File: config.mk
export PLATFORM = sky130hd
export DESIGN_NAME = rvb3_mem_arbiter
export DESIGN_NICKNAME = d
export VERILOG_FILES = /design/src/rtl/rvb3_pkg.sv /design/src/rtl/rvb3_arb_prio.sv /design/src/rtl/rvb3_mem_arbiter.sv
export SDC_FILE = /design/constraint.sdc
export NUM_CORES = 1
export LEC_CHECK = 0
export ABC_AREA = 1
export CORE_MARGIN = 2
export CORE_UTILIZATION = 44
export CTS_CLUSTER_DIAMETER = 150
export DETAILED_ROUTE_END_ITERATION = 10
export GPL_ROUTABILITY_DRIVEN = 0
export PLACE_DENSITY_LB_ADDON = 0.25
export SKIP_LAST_GASP = 1
export SYNTH_ARGS = -nofsm -noshare
export SYNTH_HDL_FRONTEND = slang
export SYNTH_SLANG_ARGS = --single-unit
File: constraint.sdc
create_clock -name clk -period 1.8 [get_ports clk]
set_input_delay 0.36 -clock clk [delete_from_list [all_inputs] [get_ports clk]]
set_output_delay 0.36 -clock clk [all_outputs]
set_load 0.005 [all_outputs]
File: src/rtl/rvb3_pkg.sv
// Shared types for the rvb3 memory arbiter slice:
// default widths, sequencer states and requester ids.
package rvb3_pkg;

  localparam int ADDR_W_DEF = 8;
  localparam int DATA_W_DEF = 8;

  typedef enum logic [1:0] {
    IDLE,
    ISSUE,
    WAIT
  } state_e;

  typedef enum logic {
    REQ_F,
    REQ_L
  } req_e;

endpackage

File: src/rtl/rvb3_arb_prio.sv
// Winner select: LSU has priority unless fetch is starved.
// Ports: f_valid/l_valid/starve_hit in, f_gnt/l_gnt out.
module rvb3_arb_prio (
  input  logic f_valid,
  input  logic l_valid,
  input  logic starve_hit,
  output logic f_gnt,
  output logic l_gnt
);

  always_comb begin
    l_gnt = l_valid & ~(f_valid & starve_hit);
    f_gnt = f_valid & ~l_gnt;
  end

endmodule

File: src/rtl/rvb3_mem_arbiter.sv
// Shares one fixed-latency memory port between fetch and LSU.
// Ports: F/L valid-ready requests, rsp pulses, mem_* strobe, busy.
module rvb3_mem_arbiter
  import rvb3_pkg::*;
#(
  parameter int ADDR_W     = ADDR_W_DEF,
  parameter int DATA_W     = DATA_W_DEF,
  parameter int MEM_LAT    = 2,
  parameter int STARVE_MAX = 3
) (
  input  logic              clk,
  input  logic              rst,
  input  logic              f_valid,
  input  logic [ADDR_W-1:0] f_addr,
  output logic              f_ready,
  input  logic              l_valid,
  input  logic              l_we,
  input  logic [ADDR_W-1:0] l_addr,
  input  logic [DATA_W-1:0] l_wdata,
  output logic              l_ready,
  output logic              f_rsp_valid,
  output logic              l_rsp_valid,
  output logic [DATA_W-1:0] rsp_rdata,
  output logic              mem_en,
  output logic              mem_we,
  output logic [ADDR_W-1:0] mem_addr,
  output logic [DATA_W-1:0] mem_wdata,
  input  logic [DATA_W-1:0] mem_rdata,
  output logic              busy
);

  localparam logic [3:0] LAT  = 4'(MEM_LAT);
  localparam logic [3:0] SMAX = 4'(STARVE_MAX);

  state_e            state_q, state_d;
  req_e              owner_q, owner_d;
  logic              we_q, we_d;
  logic [ADDR_W-1:0] addr_q, addr_d;
  logic [DATA_W-1:0] wdata_q, wdata_d;
  logic [DATA_W-1:0] rdata_q, rdata_d;
  logic [3:0]        lat_q, lat_d;
  logic [3:0]        starve_q, starve_d;
  logic              f_rsp_q, f_rsp_d;
  logic              l_rsp_q, l_rsp_d;
  logic              f_gnt, l_gnt;

  rvb3_arb_prio u_prio (
    .f_valid    (f_valid),
    .l_valid    (l_valid),
    .starve_hit (starve_q == SMAX),
    .f_gnt      (f_gnt),
    .l_gnt      (l_gnt)
  );

  always_comb begin
    state_d  = state_q;
    owner_d  = owner_q;
    we_d     = we_q;
    addr_d   = addr_q;
    wdata_d  = wdata_q;
    rdata_d  = rdata_q;
    lat_d    = lat_q;
    starve_d = starve_q;
    f_rsp_d  = 1'b0;
    l_rsp_d  = 1'b0;
    f_ready  = 1'b0;
    l_ready  = 1'b0;
    unique case (state_q)
      IDLE: begin
        // Ready is masked while reset is held.
        f_ready = rst & f_gnt;
        l_ready = rst & l_gnt;
        if (l_ready) begin
          owner_d = REQ_L;
          we_d    = l_we;
          addr_d  = l_addr;
          wdata_d = l_wdata;
          state_d = ISSUE;
          if (f_valid && starve_q != SMAX)
            starve_d = starve_q + 4'd1;
        end else if (f_ready) begin
          owner_d  = REQ_F;
          we_d     = 1'b0;
          addr_d   = f_addr;
          state_d  = ISSUE;
          starve_d = 4'd0;
        end
      end
      ISSUE: begin
        lat_d   = LAT;
        state_d = WAIT;
      end
      WAIT: begin
        lat_d = lat_q - 4'd1;
        if (lat_q == 4'd1) begin
          state_d = IDLE;
          rdata_d = we_q ? '0 : mem_rdata;
          f_rsp_d = (owner_q == REQ_F);
          l_rsp_d = (owner_q == REQ_L);
        end
      end
      default: state_d = IDLE;
    endcase
  end

  always_ff @(posedge clk or negedge rst) begin
    if (!rst) begin
      state_q  <= IDLE;
      owner_q  <= REQ_F;
      we_q     <= 1'b0;
      addr_q   <= '0;
      wdata_q  <= '0;
      rdata_q  <= '0;
      lat_q    <= '0;
      starve_q <= '0;
      f_rsp_q  <= 1'b0;
      l_rsp_q  <= 1'b0;
    end else begin
      state_q  <= state_d;
      owner_q  <= owner_d;
      we_q     <= we_d;
      addr_q   <= addr_d;
      wdata_q  <= wdata_d;
      rdata_q  <= rdata_d;
      lat_q    <= lat_d;
      starve_q <= starve_d;
      f_rsp_q  <= f_rsp_d;
      l_rsp_q  <= l_rsp_d;
    end
  end

  assign mem_en      = (state_q == ISSUE);
  assign mem_we      = we_q;
  assign mem_addr    = addr_q;
  assign mem_wdata   = wdata_q;
  assign busy        = (state_q != IDLE);
  assign f_rsp_valid = f_rsp_q;
  assign l_rsp_valid = l_rsp_q;
  assign rsp_rdata   = rdata_q;

endmodule

== Word-level counts from Yosys, hierarchy flattened ==
Cells that the tools add are included.
Storage, ports and cells
  register bits: 38
  latch bits: 0
  bits in writable memories: 0
  bits in read-only memories: 0
  memories kept: 0
Cells by class
  add/subtract/negate cells: 2
  multipliers: 0
  div/mod/pow operators: 0
  magnitude comparators: 0
  equality and inequality tests: 8
  shift-type cells: 0
  mux-type cells: 20
  bitwise logic cells: 8
  reduce and logical (&&, ||, !) cells: 10
Operators with widths (number)
  $mux 8: 3
  $mux 4: 3
  $mux 1: 9
  $pmux 4 s2: 1
  $reduce_and 2->1: 4
  $mux 2: 3
  $pmux 2 s3: 1
  $reduce_bool 2->1: 3
  $and 1x1->1: 5
  $add 4x1->4 const B: 1
  $eq 4x1->1 const B: 1
  $eq 4x2->1 const B: 1
  $ne 4x2->1 const B: 1
  $sub 4x1->4 const B: 1
  $ne 3x3->1 const B: 1
  $not 1->1: 3
  $reduce_and 3->1: 1
  $eq 2x1->1 const B: 1
  $eq 2x2->1 const B: 1
  $logic_not 2->1: 1
  $ne 2x1->1 const B: 1
  $ne 2x2->1 const B: 1
  $logic_and 1x1->1: 1

== Logic depth before layout (Yosys ltp) ==
Gate-level depths: netlist of run 1.
  word-level depth: 10
  mapped depth: 9

== Cells and area by module ==
Synthesis of run 1 repeated with hierarchy kept, for this count alone.
Second synthesis, totals
  cells, all modules: 210
  area total of the unflattened synthesis: 1840.5 um^2
Modules (own cells, without submodules)
  rvb3_mem_arbiter: times used 1, cells each 206, area each 1813.0 um^2, seq. area each 950.9 um^2
  rvb3_arb_prio: times used 1, cells each 4, area each 27.5 um^2, seq. area each 0.0 um^2

== Worst setup path after synthesis of run 1 ==
No wires, ideal clock.
  path kind: reg2out
  start point: reg state_q[0]
  end point: out f_ready
  data arrival time: 1.104 ns
  data required time: 1.440 ns
  slack: 0.336 ns
  stages on the path, launching flop included: 7
  cells stage by stage: dfrtp_1 > inv_1 > ha_1 > nand3_4 > clkinv_1 > nand2_1 > inv_1
On the way
  cells in the longest elaborated chain, start to end: 2
Ends and longest elaborated chain
  start: declaration: RTL line rvb3_mem_arbiter.sv:35  | state_e state_q, state_d;
  start signal: assignment: RTL line rvb3_mem_arbiter.sv:119  | state_q <= state_d;
  $logic_not 2->1: RTL line rvb3_mem_arbiter.sv:68  | unique case (state_q)
  $mux 1: RTL line rvb3_mem_arbiter.sv:68
  end: declaration: RTL line rvb3_mem_arbiter.sv:15  | output logic f_ready,
Every way passes these cells.

== Worst setup path after layout of run 1 ==
  start point: reg starve_q[0]
  end point: out l_ready
On the way
  cells in the longest elaborated chain, start to end: 6
Ends and longest elaborated chain
  start: declaration: RTL line rvb3_mem_arbiter.sv:42  | logic [3:0] starve_q, starve_d;
  start signal: assignment: RTL line rvb3_mem_arbiter.sv:126  | starve_q <= starve_d;
  $eq 4x2->1: RTL line rvb3_mem_arbiter.sv:50  | .starve_hit (starve_q == SMAX),
  $and 1x1->1: RTL line rvb3_arb_prio.sv:12  | l_gnt = l_valid & ~(f_valid & starve_hit);
  $not 1->1: RTL line rvb3_arb_prio.sv:12
  $and 1x1->1: RTL line rvb3_arb_prio.sv:12
  $and 1x1->1: RTL line rvb3_mem_arbiter.sv:72  | l_ready = rst & l_gnt;
  $mux 1: RTL line rvb3_mem_arbiter.sv:68
  end: declaration: RTL line rvb3_mem_arbiter.sv:20  | output logic l_ready,
Every way passes these cells.

==> flow_summary_export.csv, run 1 <==
group,metric,value,unit
cells_and_area,layout-drive-gt1-share,16.1,%
synth,synth_nets,267,
critical_path,cp.required,1.44,ns
detailed_routing,via_per_inst,4.66,
critical_path,worstPathMaxFanout,3,
die,die_w,69.4,um
sta,post-route-period-util,95.1,%
clock_tree,clk_pin_slew,0.07,ns
die,rows,23,
die,initial_core_util,46.4,%
detailed_routing,via_count,1709,
detailed_routing,wl_per_cell,12.5,um
power,peakVddDrop,0.000707,V
synth,synth_seq_area_share,50.5,%
cells_and_area,nets,360,
detailed_routing,highest_layer,"met4",
sta,rsz0062_at_grt,"no",
global_routing,overflow,0,
critical_path,cpPeakStageDelay,0.39,ns
detailed_routing,drt-initial-drc-count,56,
die,fp.dieArea,4820,um2
synth,synth_edf_count,0,
detailed_routing,met3_length,293,um
sta,finalHoldViolations,0,
detailed_routing,routed_wirelength,4600,um
cells_and_area,fin_area,2870,um2
power,power_density,1410,nW/um2
die,die_h,69.4,um
global_routing,grt_first_pass_wirelength,7980,um
critical_path,crit_arrival,1.35,ns
die,io_pins,68,
synth,avgSynthCellArea,8.41,um2
cells_and_area,area_growth,52.2,%
global_routing,grt_start_max_net_pins,37,
sta,worst_slew_pin_slew,0.436,ns
clock_tree,cts_max_level,2,
critical_path,critPathTopFamily,"flip-flops",
sta,tns,0,ns
sta,slew_viol_final,0,
detailed_routing,met2_length,2090,um
global_routing,grt_pass1_vias,1675,
die,core_area,4060,um2
min_path,min_path_type,"in2async",
critical_path,worst_setup_path_start_kind,"flop",
cells_and_area,fill_cells,321,
clock_tree,cts_tree,"yes",
clock_tree,numCtsBuffers,5,
synth,yosys_register_bits,38,
detailed_routing,wl_met1,2160,um
synth,syn_inst,224,
outcome,outcome,"finished clean",
sta,finalSetupViolations,0,
synth,synth_cell_types,23,
synth,syn_area,1880,um2
cells_and_area,diodes,0,
clock_tree,clock_path_buffers,2,
placement,place_area,2700,um2
critical_path,slowest_stage,"dfrtp_1",
clock_tree,cts_root_buf,"clkbuf_8",
sta,skew,0.00528,ns
critical_path,critPathCaptureType,"output port",
critical_path,path_class,"reg2out",
synth,yosys_warnings,0,
power,p_leak,1.46,nW
job,drv_cap,0,
sta,min_period,1.71,ns
synth,async_flop_share,100,%
detailed_routing,drcViolationCount,0,
synth,dominantRegCellSynth,"dfrtp_1",
placement,dpl.hpwl,3200,um
detailed_routing,dr.pass1.iters,4,
detailed_routing,ant_nets,0,
critical_path,crit_buf_inv,3,
placement,portBuffers,67,
global_routing,grt.total_usage,20.7,%
clock_tree,clock_latency,0.28,ns
sta,fmax,584,MHz
critical_path,crit_path_start,"starve_q[0]$_DFFE_PN0P_",
clock_tree,clock_sinks,38,
critical_path,path_cells,"ha_2 -> nand2_1 -> inv_1 -> nand2_2 -> nand4_4 -> inv_2 -> buf_2",
global_routing,antenna_found_initial,0,
sta,max_slew_margin,70.9,%
critical_path,r2r-start,"starve_q[0]$_DFFE_PN0P_",
routing by layer:
| layer | vias up | global-route usage (%) |
|---|---|---|
| met5 | - | 0 |
| met4 | 0 | 6.10 |
| met3 | 6 | 6.10 |
| met2 | 54 | 34.2 |
| met1 | 762 | 26.3 |
| li1 | 887 | - |
worst reg2reg max path: stages (launching register included):
cell and delay [ns]:
dfrtp_1 0.39, ha_2 0.19, nand2_1 0.06, inv_1 0.05
nand2_2 0.09, buf_4 0.12, buf_4 0.16, nand3_4 0.13
nand2_1 0.10, nand3_1 0.07, nand2_1 0.06
synthesized netlist by cell type (2+ instances only):
| cell | count | share of area [%] |
|---|---|---|
| buf_2 | 2 | 0.53 |
| nand3_1 | 20 | 5.3 |
| o21ai_1 | 3 | 0.80 |
| nand2_1 | 73 | 15 |
| buf_6 | 3 | 1.8 |
| inv_2 | 4 | 0.80 |
| nand3_4 | 2 | 1.9 |
| nor2_1 | 10 | 2.0 |
| xor2_1 | 2 | 0.93 |
| nand4_1 | 8 | 2.7 |
| a21oi_1 | 3 | 0.80 |
| ha_1 | 6 | 4.0 |
| o21ai_0 | 12 | 3.2 |
| inv_1 | 30 | 6.0 |
| dfrtp_1 | 38 | 50 |
final cells by class:
class / count / area [um2] / area share, %
sequential: 38 / 951 / 33.2
timing repair buffer: 91 / 832 / 29.0
multi-input combinational: 146 / 777 / 27.1
inverter: 35 / 131 / 4.58
clock buffer: 6 / 82.6 / 2.88
tap: 50 / 62.6 / 2.18
clock inverter: 1 / 30.0 / 1.05
final timing paths:
check	end	slack (ns)	cells past startpoint
min in group clk	f_rsp_valid$_DFF_PN0_	0.43	1
max reg2reg	mem_addr[1]$_DFFE_PN0P_	0.32	10
max in group asynchronous	rsp_rdata[1]$_DFFE_PN0P_	1.25	2
min	state_q[1]$_DFFE_PN0P_	0.12	2
min reg2reg	f_rsp_valid$_DFF_PN0_	0.43	1
max	l_ready	0.09	7
placed cells by master, fill, tap and decap left out:
cell type        netlist  routed
bufinv_16              0       1
nand3_4                2       2
a21oi_1                3       3
nand2_1               73      71
clkdlybuf4s50_1        0      61
inv_2                  4       6
buf_2                  2       2
clkbuf_2               0       1
nand4_4                1       1
ha_4                   0       1
o22ai_1                1       1
ha_1                   6       4
dfrtp_1               38      38
buf_4                  0      24
a31oi_1                1       1
xor2_1                 2       2
nor2_8                 1       1
nor2_4                 1       1
nor2_1                10      10
ha_2                   0       1
dlygate4sd2_1          0       3
nand2_2                1       3
o21ai_1                3       3
nand3_1               20      20
nand4_1                8       8
clkbuf_8               0       6
clkinv_1               1       1
o21ai_0               12      12
inv_1                 30      28
nor2_2                 1       1
power breakdown:
group	switching [mW]	total [mW]	leakage, nW	internal, mW
clock	0.286	0.729	0.0573	0.443
combinational	0.837	1.90	0.927	1.06
sequential	0.197	1.41	0.476	1.21
total	1.32	4.04	1.46	2.72
sequential cells by signal, summed over array words and instances (netlist names):
signal	flops
f_rsp_valid	1
lat_q	4
starve_q	4
mem_addr	8
mem_wdata	8
mem_we	1
rsp_rdata	8
state_q	2
owner_q	1
l_rsp_valid	1
through the flow:
step / total power [mW] / util (%) / instances / setup slack [ns] / hold WS, ns
after floorplan: 2.20 / - / 224 / 0.336 / 0.0644
after global placement: 3.16 / 66.6 / 354 / -0.288 / 0.422
after detailed placement: 3.20 / 66.6 / 354 / -0.317 / 0.423
after CTS: 4.03 / 70.3 / 365 / -0.0505 / 0.115
after global routing: 4.34 / 70.6 / 367 / 0.000142 / 0.129
final: 4.04 / 70.6 / 367 / 0.0875 / 0.124
cell families after synthesis:
kind of cell / after synthesis / share of synthesized area [%]
and+or+nand+nor: 118 / 29.8
buffers and inverters: 40 / 9.30
DFF: 38 / 50.5
AOI/OAI and AO/OA: 20 / 5.45
adders and majority gates: 6 / 3.99
xor gates and xnor gates: 2 / 0.930
repair_timing:
item	CTS	global route
resized for setup	14	3
hold buffers	0	0
buffers inserted	4	2
pin swaps	2	2
endpoints found under the setup margin	4	2
Note: power is estimated with default switching activity, not from simulation.
==> inputs of run 2 (changes only) <==
ABC_AREA = default   (was 1)
==> run 2 against run 1 <==
- the flow now finishes with violations (negative setup slack)
- sequential power is 4% higher
- area after synthesis is 2.9% lower
- via count is 3.3% lower
- clock power is 19% higher
- non-clock buffer count is 4 higher
==> flow_summary_export.csv, run 2 <==
group,metric,value,unit
global_routing,grt_first_pass_wirelength,7160,um
synth,yosys_warnings,0,
global_routing,antenna_found_initial,0,
detailed_routing,routed_wirelength,4680,um
cells_and_area,fill_cells,323,
critical_path,worst_setup_path_start_kind,"flop",
sta,finalSetupViolations,2,
placement,portBuffers,67,
placement,dpl.hpwl,3320,um
synth,async_flop_share,100,%
clock_tree,clock_sinks,38,
synth,yosys.area.top_type,"dfrtp_1",
cells_and_area,diodes,0,
power,power,4.44,mW
critical_path,critPathCaptureType,"output port",
critical_path,path_class,"reg2out",
cells_and_area,final_cell_mix,"61 x clkdlybuf4s50_1, 38 x dfrtp_1, 27 x buf_4",
placement,dpl_worst_slack,-0.495,ns
die,die_h,68.5,um
synth,yosys-top-cells-count,"38 x dfrtp_1, 19 x nor2_1, 15 x nand2_1",
clock_tree,clock_path_buffers,2,
clock_tree,clock_latency,0.30,ns
synth,synth.most_common_cell,"dfrtp_1",
critical_path,worstPathMaxFanout,2,
die,die_w,68.5,um
power,power_density,1520,nW/um2
clock_tree,hold_buffers,0,
detailed_routing,via_per_inst,5.18,
synth,yosys-top-cells-area,"dfrtp_1 52%, mux2_4 5.7%, ha_1 4.1%, nor2_1 3.9%, o21ai_0 3.8%",
outcome,violations,"negative setup slack",
sta,timing.final.ws_setup,-0.171,ns
global_routing,grt_pass1_vias,1583,
synth,synth_seq_area_share,52.0,%
critical_path,r2r-start,"starve_q[0]$_DFFE_PN0P_",
power,peakVddDrop,0.000734,V
global_routing,grt_start_max_net_pins,41,
die,rows,23,
critical_path,cp.required,1.44,ns
detailed_routing,via_count,1652,
detailed_routing,drcViolationCount,0,
synth,dominantRegCellSynth,"dfrtp_1",
synth,yosysTopAreaCellShare,52.0,%
cells_and_area,nets,311,
sta,rsz0062_at_grt,"yes",
job,drv_cap,0,
cells_and_area,area_growth,59.2,%
critical_path,ff2ff_setup_slack,0,ns
sta,skew,0.0109,ns
sta,fmax,507,MHz
die,initial_core_util,45.7,%
detailed_routing,drt-initial-drc-count,52,
global_routing,grt.total_usage,21.0,%
synth,syn_inst,173,
die,io_pins,68,
clock_tree,cts_max_level,2,
cells_and_area,layout-drive-gt1-share,22.7,%
clock_tree,numCtsBuffers,5,
detailed_routing,dr.pass1.iters,4,
clock_tree,cts_tree,"yes",
die,core_area,4000,um2
critical_path,crit_arrival,1.61,ns
sta,min_period,1.97,ns
critical_path,ff2ff_path_depth,5,
synth,synth_edf_count,0,
clock_tree,cts_root_buf,"clkbuf_8",
sta,worst_slew_pin_slew,0.484,ns
synth,synth_nets,216,
detailed_routing,wl_per_cell,14.7,um
synth,syn_area,1830,um2
cells_and_area,multiInputGateArea,845,um2
die,fp.dieArea,4690,um2
global_routing,overflow,0,
synth,synth_cell_types,33,
sta,slew_viol_final,0,
sta,max_slew_margin,67.8,%
power,p_leak,1.35,nW
cells_and_area,seqCellArea,951,um2
clock_tree,clk_pin_slew,0.08,ns
cells_and_area,layout_commonest_cell,"clkdlybuf4s50_1",
detailed_routing,ant_nets,0,
min_path,min_path_type,"in2async",
sta,post-route-period-util,110,%
outcome,outcome,"finished with violations",
sta,finalHoldViolations,0,
synth,avgSynthCellArea,10.6,um2
synth,yosys_register_bits,38,
critical_path,r2r_end,"mem_wdata[0]$_DFFE_PN0P_",
[run 2: changes by cell type in the layout (fill, tap and decap cells not counted), moves of 8 or more]
cell / previous run / this run
inv_1: 28 / 7
nor2_1: 10 / 19
nand2b_1: 0 / 9
nand2_1: 71 / 15
nand4_1: 8 / 0
nor4_1: 0 / 8
nand3_1: 20 / 4
[run 2: logic make-up after synthesis]
| family | Yosys count | share of synthesized area, % |
|---|---|---|
| AND/OR/NAND/NOR | 66 | 19.2 |
| flip-flops | 38 | 52.0 |
| AO/OA/AOI/OAI | 33 | 11.5 |
| buffers and inverters | 18 | 4.58 |
| multiplexers | 12 | 8.62 |
| adder cells (fa/ha/maj) | 6 | 4.10 |
[run 2: cell type report]
type / instances / share of cell area (%)
multi-input cells: 117 / 29.0
repair buffers: 95 / 30.1
flip-flops and latches: 38 / 32.6
inverters: 11 / 1.42
clock buffers: 5 / 2.36
well taps: 50 / 2.15
clock inverters: 3 / 2.36
[run 2: worst max-delay path by stage]
stage / from / end / slack, ns / depth (start not counted)
6_report: starve_q[0]$_DFFE_PN0P_ / l_ready / -0.17 / 5
5_1_grt: starve_q[0]$_DFFE_PN0P_ / l_ready / -0.23 / 5
4_1_cts: starve_q[0]$_DFFE_PN0P_ / l_ready / -0.18 / 5
3_5_place_dp: f_valid / l_ready / -0.49 / 5
3_3_place_gp: f_valid / l_ready / -0.49 / 5
2_1_floorplan: starve_q[0]$_DFFE_PN0P_ / l_ready / -0.04 / 6
[run 2: through the flow]
step / setup TNS [ns] / hold slack (ns) / instances / utilization (%) / cell area (um2)
2_1_floorplan: -0.224 / 0.0644 / 173 / - / 1840
3_3_place_gp: -2.76 / 0.443 / 305 / 67.1 / 2680
3_5_place_dp: -3.26 / 0.443 / 305 / 67.1 / 2680
4_1_cts: -0.376 / 0.223 / 317 / 71.3 / 2850
5_1_grt: -0.512 / 0.280 / 319 / 72.8 / 2910
6_report: -0.176 / 0.250 / 319 / 72.8 / 2910
[run 2: per-layer routing]
layer,wire (um),global-route usage [%],share of wire [%],vias to the layer above
met5,0,0,0,-
met3,394,6.58,8.4,6
met1,1900,25.1,41,778
li1,-,-,-,796
met2,2340,35.3,50,72
met4,51,8.00,1.1,0
[run 2: critical path: stages, from the launching register on]
cell      delay, ns
dfrtp_1        0.39
ha_2           0.19
and4bb_1       0.19
or3_4          0.39
inv_2          0.06
buf_6          0.08
[run 2: power breakdown]
part	leakage [nW]	internal, mW	total [mW]	switching, mW
Clock	0.0683	0.555	0.864	0.309
Combinational	0.826	1.30	2.10	0.800
Sequential	0.459	1.24	1.47	0.236
Total	1.35	3.10	4.44	1.34
[run 2: what timing repair did]
action                                  in CTS  in global routing
setup buffers                                4                  3
gates resized for setup                     16                  9
endpoints found under the setup margin       8                 19
pin swaps                                    5                  3
==> inputs of run 3 (changes only) <==
PLACE_DENSITY_LB_ADDON = 0.15   (was 0.25)
==> run 3 against run 2 <==
- critical endpoint unchanged
- critical path depth did not move
- the run still ends with negative setup slack left
- die area did not move
- wire length fell by 3.8%
- sequential share of layout area rose by 0.14 points
- clock power rose by 0.5%
- utilization fell by 0.31 points
==> flow_summary_export.csv, run 3 (synthesis results as in run 2) <==
group,metric,value,unit
outcome,outcome,"finished with violations",
outcome,violations,"negative setup slack",
clock_tree,clock_latency,0.29,ns
sta,skew,0.00445,ns
job,drv_cap,0,
sta,finalSetupViolations,2,
critical_path,path_class,"reg2out",
detailed_routing,via_per_inst,5.01,
sta,finalHoldViolations,0,
die,rows,23,
placement,portBuffers,67,
critical_path,critPathCaptureType,"output port",
detailed_routing,via_count,1602,
sta,worst_slew_pin_slew,0.371,ns
cells_and_area,fin_area,2900,um2
clock_tree,numCtsBuffers,5,
critical_path,crit_arrival,1.62,ns
critical_path,ff2ff_path_depth,5,
placement,place_area,2700,um2
die,die_w,68.5,um
detailed_routing,ant_nets,0,
critical_path,worstPathMaxFanout,2,
global_routing,grt_first_pass_wirelength,6780,um
die,core_area,4000,um2
power,power_density,1490,nW/um2
sta,max_slew_margin,75.3,%
power,p_leak,1.34,nW
cells_and_area,fill_cells,306,
global_routing,overflow,0,
clock_tree,cts_max_level,2,
cells_and_area,final_cell_mix,"62 x clkdlybuf4s50_1, 38 x dfrtp_1, 29 x buf_4",
detailed_routing,routed_wirelength,4510,um
die,initial_core_util,45.7,%
placement,dpl.hpwl,3290,um
sta,timing.final.ws_setup,-0.175,ns
sta,post-route-period-util,110,%
sta,slew_viol_final,0,
critical_path,r2r-start,"starve_q[1]$_DFFE_PN0P_",
detailed_routing,drt-initial-drc-count,69,
global_routing,grt_pass1_vias,1472,
min_path,min_path_type,"in2async",
critical_path,r2r_end,"mem_wdata[1]$_DFFE_PN0P_",
clock_tree,hold_buffers,0,
global_routing,grt.total_usage,20.0,%
die,io_pins,68,
critical_path,cp.required,1.44,ns
detailed_routing,drcViolationCount,0,
power,peakVddDrop,0.000976,V
global_routing,grt_start_max_net_pins,29,
cells_and_area,area_growth,58.5,%
cells_and_area,diodes,0,
cells_and_area,nets,312,
placement,dpl_worst_slack,-0.503,ns
detailed_routing,dr.pass1.iters,4,
cells_and_area,layout_commonest_cell,"clkdlybuf4s50_1",
clock_tree,cts_root_buf,"clkbuf_8",
sta,rsz0062_at_grt,"yes",
global_routing,antenna_found_initial,1,
critical_path,ff2ff_setup_slack,0,ns
critical_path,worst_setup_path_start_kind,"flop",
clock_tree,clock_path_buffers,2,
sta,fmax,506,MHz
sta,min_period,1.98,ns
die,die_h,68.5,um
clock_tree,clk_pin_slew,0.08,ns
clock_tree,cts_tree,"yes",
clock_tree,clock_sinks,38,
die,fp.dieArea,4690,um2
detailed_routing,wl_per_cell,14.1,um
cells_and_area,layout-drive-gt1-share,22.6,%
[run 3: changes by cell type in the layout (fill, tap and decap cells not counted), sizes merged]
cell           before  now
buf                31   32
clkdlybuf4s50      61   62
dlymetal6s2s        1    0
[run 3: final cells by class]
| class | count | area, um2 | share of cell area [%] |
|---|---|---|---|
| Clock inverter | 3 | 68.8 | 2.37 |
| Tap cell | 50 | 62.6 | 2.16 |
| Multi-Input combinational cell | 117 | 831 | 28.6 |
| Timing Repair Buffer | 96 | 877 | 30.2 |
| Inverter | 11 | 41.3 | 1.42 |
| Sequential cell | 38 | 951 | 32.8 |
| Clock buffer | 5 | 68.8 | 2.37 |
[run 3: repair_timing]
action,4_1_cts,5_1_grt
buffers inserted,4,3
endpoints found under the hold margin,0,0
resized for setup,12,9
pin swaps,4,4
setup endpoints to repair,4,18
[run 3: worst max-delay path by stage]
stage                                       start  endpoint  slack, ns  cells past startpoint
final                     starve_q[1]$_DFFE_PN0P_   l_ready      -0.18                      5
after global routing      starve_q[1]$_DFFE_PN0P_   l_ready      -0.22                      5
after CTS                 starve_q[0]$_DFFE_PN0P_   l_ready      -0.20                      5
after detailed placement                  f_valid   l_ready      -0.50                      5
after global placement                    f_valid   l_ready      -0.49                      5
after floorplan           starve_q[0]$_DFFE_PN0P_   l_ready      -0.04                      6
[run 3: where the power goes]
part / total, mW / switching (mW) / internal, mW
clock network: 0.868 / 0.313 / 0.555
registers: 1.46 / 0.222 / 1.24
logic: 1.99 / 0.745 / 1.25
[run 3: per-stage QoR]
step | utilization (%) | hold WS (ns) | std cells | TNS (ns) | total power [mW]
2_1_floorplan | - | 0.0644 | 173 | -0.224 | 2.31
3_3_place_gp | 67.4 | 0.439 | 307 | -2.71 | 3.36
3_5_place_dp | 67.4 | 0.423 | 307 | -3.07 | 3.41
4_1_cts | 71.2 | 0.0980 | 318 | -0.264 | 4.30
5_1_grt | 72.5 | 0.132 | 320 | -0.436 | 4.64
6_report | 72.5 | 0.118 | 320 | -0.176 | 4.32
[run 3: routing by layer]
metal / vias to the layer above / wire, um / GRT usage, %
met2: 39 / 2110 / 31.1
met5: - / 11 / 0
li1: 803 / - / -
met1: 750 / 2080 / 26.3
met4: 2 / 51 / 6.75
met3: 8 / 253 / 6.25
[run 3: critical path: stages, from the launching register on]
cell and delay [ns]:
dfrtp_1 0.39, ha_2 0.20, and4bb_1 0.20, or3_4 0.38, inv_2 0.06, buf_6 0.08
